### config.mk
export PLATFORM = sky130hd
export DESIGN_NAME = picoctrl_sequencer
export DESIGN_NICKNAME = d
export VERILOG_FILES = /design/src/rtl/picoctrl_sequencer.sv
export SDC_FILE = /design/constraint.sdc
export NUM_CORES = 1
export LEC_CHECK = 0
export ABC_AREA = 1
export BUFFER_PORTS_ARGS = -buffer_cell sky130_fd_sc_hd__buf_2
export CAP_MARGIN = 20
export CORE_MARGIN = 5
export CORE_UTILIZATION = 45
export CTS_CLUSTER_SIZE = 16
export DETAILED_ROUTE_END_ITERATION = 12
export PLACE_DENSITY_LB_ADDON = 0.05
export SLEW_MARGIN = 20
export SYNTH_ARGS = -nofsm -noshare
export SYNTH_HDL_FRONTEND = slang
export SYNTH_SLANG_ARGS = --single-unit
### constraint.sdc
create_clock -name clk -period 1.7 [get_ports clk]
set_input_delay 0.34 -clock clk [delete_from_list [all_inputs] [get_ports clk]]
set_output_delay 0.34 -clock clk [all_outputs]
set_load 0.01 [all_outputs]
### src/rtl/picoctrl_sequencer.sv
// picoctrl_sequencer
//   Tiny ROM-driven control sequencer. Each instruction takes two cycles:
//   FETCH latches rom_data into the instruction register, and EXEC evaluates
//   the condition, performs the action, and updates the program counter.
//
//   Instruction word: [15:13] cond, [12:10] action, [9:8] reg select,
//                     [7:0] immediate.
//
// Ports
//   clk        in   single clock, rising edge
//   reset_n    in   asynchronous active-low reset
//   en         in   run enable, sampled only in FETCH
//   c_in[1:0]  in   asynchronous condition inputs (synchronized internally)
//   rom_addr   out  instruction address (equals pc)
//   rom_data   in   instruction word, combinationally valid from rom_addr
//   out_reg    out  four DATA_W-wide output registers, reg n at [n*DATA_W +: DATA_W]
//   wr_strobe  out  one-hot, one-cycle pulse following an output-register write
//   stack_err  out  sticky call-stack overflow/underflow flag
module picoctrl_sequencer #(
    parameter int unsigned ADDR_W      = 5,
    parameter int unsigned DATA_W      = 8,
    parameter int unsigned STACK_DEPTH = 4
) (
    input  logic                clk,
    input  logic                reset_n,
    input  logic                en,
    input  logic [1:0]          c_in,
    output logic [ADDR_W-1:0]   rom_addr,
    input  logic [15:0]         rom_data,
    output logic [4*DATA_W-1:0] out_reg,
    output logic [3:0]          wr_strobe,
    output logic                stack_err
);

    localparam int unsigned SP_W = $clog2(STACK_DEPTH + 1);

    typedef enum logic {
        FETCH,
        EXEC
    } state_e;

    state_e              state_q, state_d;
    logic [ADDR_W-1:0]   pc_q, pc_d;
    logic [15:0]         ir_q, ir_d;
    logic [4*DATA_W-1:0] out_reg_q, out_reg_d;
    logic [3:0]          wr_strobe_q, wr_strobe_d;
    logic [SP_W-1:0]     sp_q, sp_d;
    logic                stack_err_q, stack_err_d;
    logic [ADDR_W-1:0]   stack_q [STACK_DEPTH];
    logic [ADDR_W-1:0]   stack_d [STACK_DEPTH];
    logic [1:0]          c_meta_q;
    logic [1:0]          c_sync_q;

    logic [2:0]          cond;
    logic [2:0]          action;
    logic [1:0]          sel;
    logic [7:0]          imm;
    logic                cond_true;
    logic [ADDR_W-1:0]   pc_inc;
    logic [ADDR_W-1:0]   target;

    assign cond   = ir_q[15:13];
    assign action = ir_q[12:10];
    assign sel    = ir_q[9:8];
    assign imm    = ir_q[7:0];
    assign pc_inc = pc_q + ADDR_W'(1);
    assign target = ADDR_W'(imm);

    // Conditions only ever look at the synchronized copy of c_in.
    always_comb begin
        cond_true = 1'b0;
        case (cond)
            3'b000:  cond_true = 1'b1;
            3'b010:  cond_true = ~c_sync_q[0];
            3'b011:  cond_true = c_sync_q[0];
            3'b100:  cond_true = ~c_sync_q[1];
            3'b101:  cond_true = c_sync_q[1];
            3'b110:  cond_true = c_sync_q[0] & c_sync_q[1];
            default: cond_true = 1'b0;
        endcase
    end

    always_comb begin
        state_d     = state_q;
        pc_d        = pc_q;
        ir_d        = ir_q;
        out_reg_d   = out_reg_q;
        wr_strobe_d = '0;
        sp_d        = sp_q;
        stack_err_d = stack_err_q;
        stack_d     = stack_q;

        unique case (state_q)
            FETCH: begin
                if (en) begin
                    ir_d    = rom_data;
                    state_d = EXEC;
                end
            end
            EXEC: begin
                state_d = FETCH;
                pc_d    = pc_inc;
                if (cond_true) begin
                    case (action)
                        3'b001: begin
                            for (int unsigned n = 0; n < 4; n++) begin
                                if (sel == 2'(n)) begin
                                    out_reg_d[n*DATA_W +: DATA_W] = DATA_W'(imm);
                                    wr_strobe_d[n]                = 1'b1;
                                end
                            end
                        end
                        3'b010: pc_d = target;
                        3'b011: begin
                            if (sp_q == SP_W'(STACK_DEPTH)) begin
                                stack_err_d = 1'b1;
                            end else begin
                                // Stack slots are addressed by comparison so the
                                // pointer may be wider than the slot index.
                                for (int unsigned i = 0; i < STACK_DEPTH; i++) begin
                                    if (sp_q == SP_W'(i)) begin
                                        stack_d[i] = pc_inc;
                                    end
                                end
                                sp_d = sp_q + SP_W'(1);
                                pc_d = target;
                            end
                        end
                        3'b100: begin
                            if (sp_q == '0) begin
                                stack_err_d = 1'b1;
                            end else begin
                                for (int unsigned i = 0; i < STACK_DEPTH; i++) begin
                                    if (sp_q == SP_W'(i + 1)) begin
                                        pc_d = stack_q[i];
                                    end
                                end
                                sp_d = sp_q - SP_W'(1);
                            end
                        end
                        default: ;
                    endcase
                end
            end
        endcase
    end

    always_ff @(posedge clk or negedge reset_n) begin
        if (!reset_n) begin
            state_q     <= FETCH;
            pc_q        <= '0;
            ir_q        <= '0;
            out_reg_q   <= '0;
            wr_strobe_q <= '0;
            sp_q        <= '0;
            stack_err_q <= 1'b0;
            c_meta_q    <= '0;
            c_sync_q    <= '0;
            for (int unsigned i = 0; i < STACK_DEPTH; i++) begin
                stack_q[i] <= '0;
            end
        end else begin
            state_q     <= state_d;
            pc_q        <= pc_d;
            ir_q        <= ir_d;
            out_reg_q   <= out_reg_d;
            wr_strobe_q <= wr_strobe_d;
            sp_q        <= sp_d;
            stack_err_q <= stack_err_d;
            c_meta_q    <= c_in;
            c_sync_q    <= c_meta_q;
            stack_q     <= stack_d;
        end
    end

    assign rom_addr  = pc_q;
    assign out_reg   = out_reg_q;
    assign wr_strobe = wr_strobe_q;
    assign stack_err = stack_err_q;

endmodule

==> metrics.txt <==
clk slew on worst S/H paths=approximately 0.09 ns; layout cell share with drive strength beyond 1=0.216; DR vias=between 3000 and 4000; CP Launch Type=flip-flop; vias in the first global route=3257; Post-DRT Antenna Nets=0; post-layout min period=1.57 ns; die area=about 11000 sq um; GRT Overall Usage=0.197; Final Setup Violations=0; setup slack, reg-to-reg=0.13 ns; initial antenna violation count=0; vias per cell=4.83; Post-Syn Area per Cell=around 8.4 sq um; first-pass GRT wire length=16200 um; Post-synth EDFFs=0; worst min-delay path category=input pin to flip-flop; total core area=around 8600 sq um; Nets=roughly 580; crit path from=sp_q[1]$_DFFE_PN0P_; gpl congestion=a little over 0.9; Peak Freq=639 MHz; DRC errors left=0; Post-Syn Area=3930 sq um; Crit. End Element=flip-flop; CTS tree=built; placed inst area=between 4000 and 5000 sq um; DP HPWL=around 6900 um; CP required=a little under 2 ns; synth top area cells=dfrtp_1 (55%), nand2_1 (15%), o21ai_0 (9.6%), inv_1 (5.7%), ha_1 (2.2%); Final Cell Area=about 4800 sq um; Root Driver=clkbuf_8; initial core utilization=0.457; worst reg2reg endpoint=rom_addr[0]$_DFFE_PN0P_; slowest cell on the critical path=dfrtp_1; CP most frequent cell=nand2_1; hold depth=1; Max-cap violations=0; Num CTS Buffers=9; Layout Skew=about 0.011 ns; leak pwr=roughly 2.6 nW; Clock Path Buffers=2; Worst slew margin=0.755; most numerous cell in the Yosys netlist=nand2_1; drt first pass iters=4; R2R cell count=10; fin. max-slew vios=0; Post-synth top flop=dfrtp_1; Synth Instances=around 470; Layout Area Growth over Synthesis=21.4%; ys async rst share=1.00; Synth top cells by count=nand2_1 (162), dfrtp_1 (86), o21ai_0 (75); Slew @ Worst Pin=between 0.3 and 0.4 ns; cells along the critical path=inv_1 > ha_2 > nand2_2 > buf_4 > o22ai_1 > nor2_1 > nand2_1 > nand2_1 > nand2_1 > nand2_1; Worst EP arrival=roughly 1.8 ns; routed wire length=~9500 um; Syn. warnings=0; sequential share of the synthesized area=0.548; gr ovfl total=0; num ports=63; drt wl/cell=14.3 um; Max rail drop VDD=about 0.61 mV; worst-skew pair later-pin latency=between 0.3 and 0.4 ns; H-tree lvl count=3; Die Ht=103 um; Final Instance Count excl. Fillers=around 660; Die X=between 100 and 150 um; Largest stage delay, worst path=0.41 ns; Ant. Diodes=0; number of flip-flops in the largest register=32; Yosys reg bits=86; row cnt=34; Crit Path Category=flip-flop to flip-flop; fin crit share=0.921; Sink Count=86; Distinct cells, synth=22; area share of the leading cell type in the synthesized netlist=0.548; largest net degree at the start of global routing=33; Power Density=1390 nW/um^2; 1st-iter DRT viols=approximately 140; area leader, netlist=dfrtp_1; Post-Place Cells=644; status=completed; worst setup path endpoint=rom_addr[0]$_DFFE_PN0P_; Mapped Nets=about 500; worst r2r src=sp_q[1]$_DFFE_PN0P_; Placement Setup Slack=-0.00361 ns; final hold violation count=0; crit path max fanout=9; setup TNS=0 ns; fin worst setup slack=0.135 ns; I/O Buffers=slightly above 60
==> metrics by stage <==
stage,power [mW],hold WS [ns],utilization
floorplan,4.09,0.0444,-
global placement,4.99,0.262,0.521
detailed placement,5.03,0.260,0.521
CTS,6.61,0.0641,0.547
global route,7.17,0.0711,0.555
finish,6.63,0.0868,0.555
==> placed cells by master (no fill, tap or decap), types with 2 or more instances in the layout <==
cell type and n:
nor3_1 3, dfrtp_1 86, nor3_4 2, clkbuf_8 10
nand4_1 4, o22ai_1 2, nand2_1 158, buf_4 16
xor2_1 3, buf_2 61, ha_1 5, inv_6 2
nor2_1 22, nand3_4 5, o21ai_1 4, inv_2 4
inv_1 57, o21ai_0 72, a21oi_1 6, nand3_1 12
nand2_4 3, nand2_2 6, buf_12 3
==> kinds of logic after synthesis <==
logic type,synth area share
buf+inv,0.0685
compound gates,0.111
flops,0.548
fa+ha+maj,0.0223
simple gates,0.244
xor+xnor,0.00669
==> cell type report <==
| class | instances | area, sq um |
|---|---|---|
| clock buffers | 10 | 138 |
| clock inverters | 6 | 75.1 |
| fillers | 792 | 3820 |
| inverters | 61 | 229 |
| multi-input cells | 312 | 1550 |
| flip-flops and latches | 86 | 2150 |
| well taps | 108 | 135 |
| repair buffers | 81 | 495 |
==> routing by layer <==
metal,GRT usage,share of wire
met1,0.283,0.47
met2,0.299,0.46
met3,0.0382,0.051
met4,0.0727,0.018
met5,0,0
==> how the worst min path moves through the flow <==
stage	from	slack (ns)	end
4_1_cts	c_in[0]	0.06	c_meta_q[0]$_DFF_PN0_
2_1_floorplan	reset_n	0.04	c_meta_q[0]$_DFF_PN0_
6_report	c_in[0]	0.09	c_meta_q[0]$_DFF_PN0_
5_1_grt	c_in[0]	0.07	c_meta_q[0]$_DFF_PN0_
3_3_place_gp	reset_n	0.26	stack_q[15]$_DFFE_PN0P_
3_5_place_dp	reset_n	0.26	stack_q[15]$_DFFE_PN0P_
==> report_power, final <==
part / internal (mW) / total (mW) / switching (mW) / leakage, nW
clock network: 0.743 / 1.53 / 0.790 / 0.105
registers: 2.45 / 2.73 / 0.280 / 1.13
logic: 0.887 / 2.36 / 1.48 / 1.32
total: 4.08 / 6.63 / 2.55 / 2.56
==> repair_timing <==
item | 4_1_cts | 5_1_grt
setup buffers | 0 | 3
hold endpoints to repair | 18 | 0
cloned | 0 | 0
hold buffers | 1 | 0
resized for setup | 3 | 13
endpoints found under the setup margin | 2 | 25
pin swaps | 0 | 2
==> worst max-delay path: cells and delay by family, from the launching register on <==
kind                     cells  cell delay (ns)
adder cells (fa/ha/maj)      1             0.20
buffers and inverters        2             0.31
AND/OR/NAND/NOR              6             0.39
AO/OA/AOI/OAI                1             0.16
flip-flops                   1             0.41
Note: power is estimated with default switching activity, not from simulation.
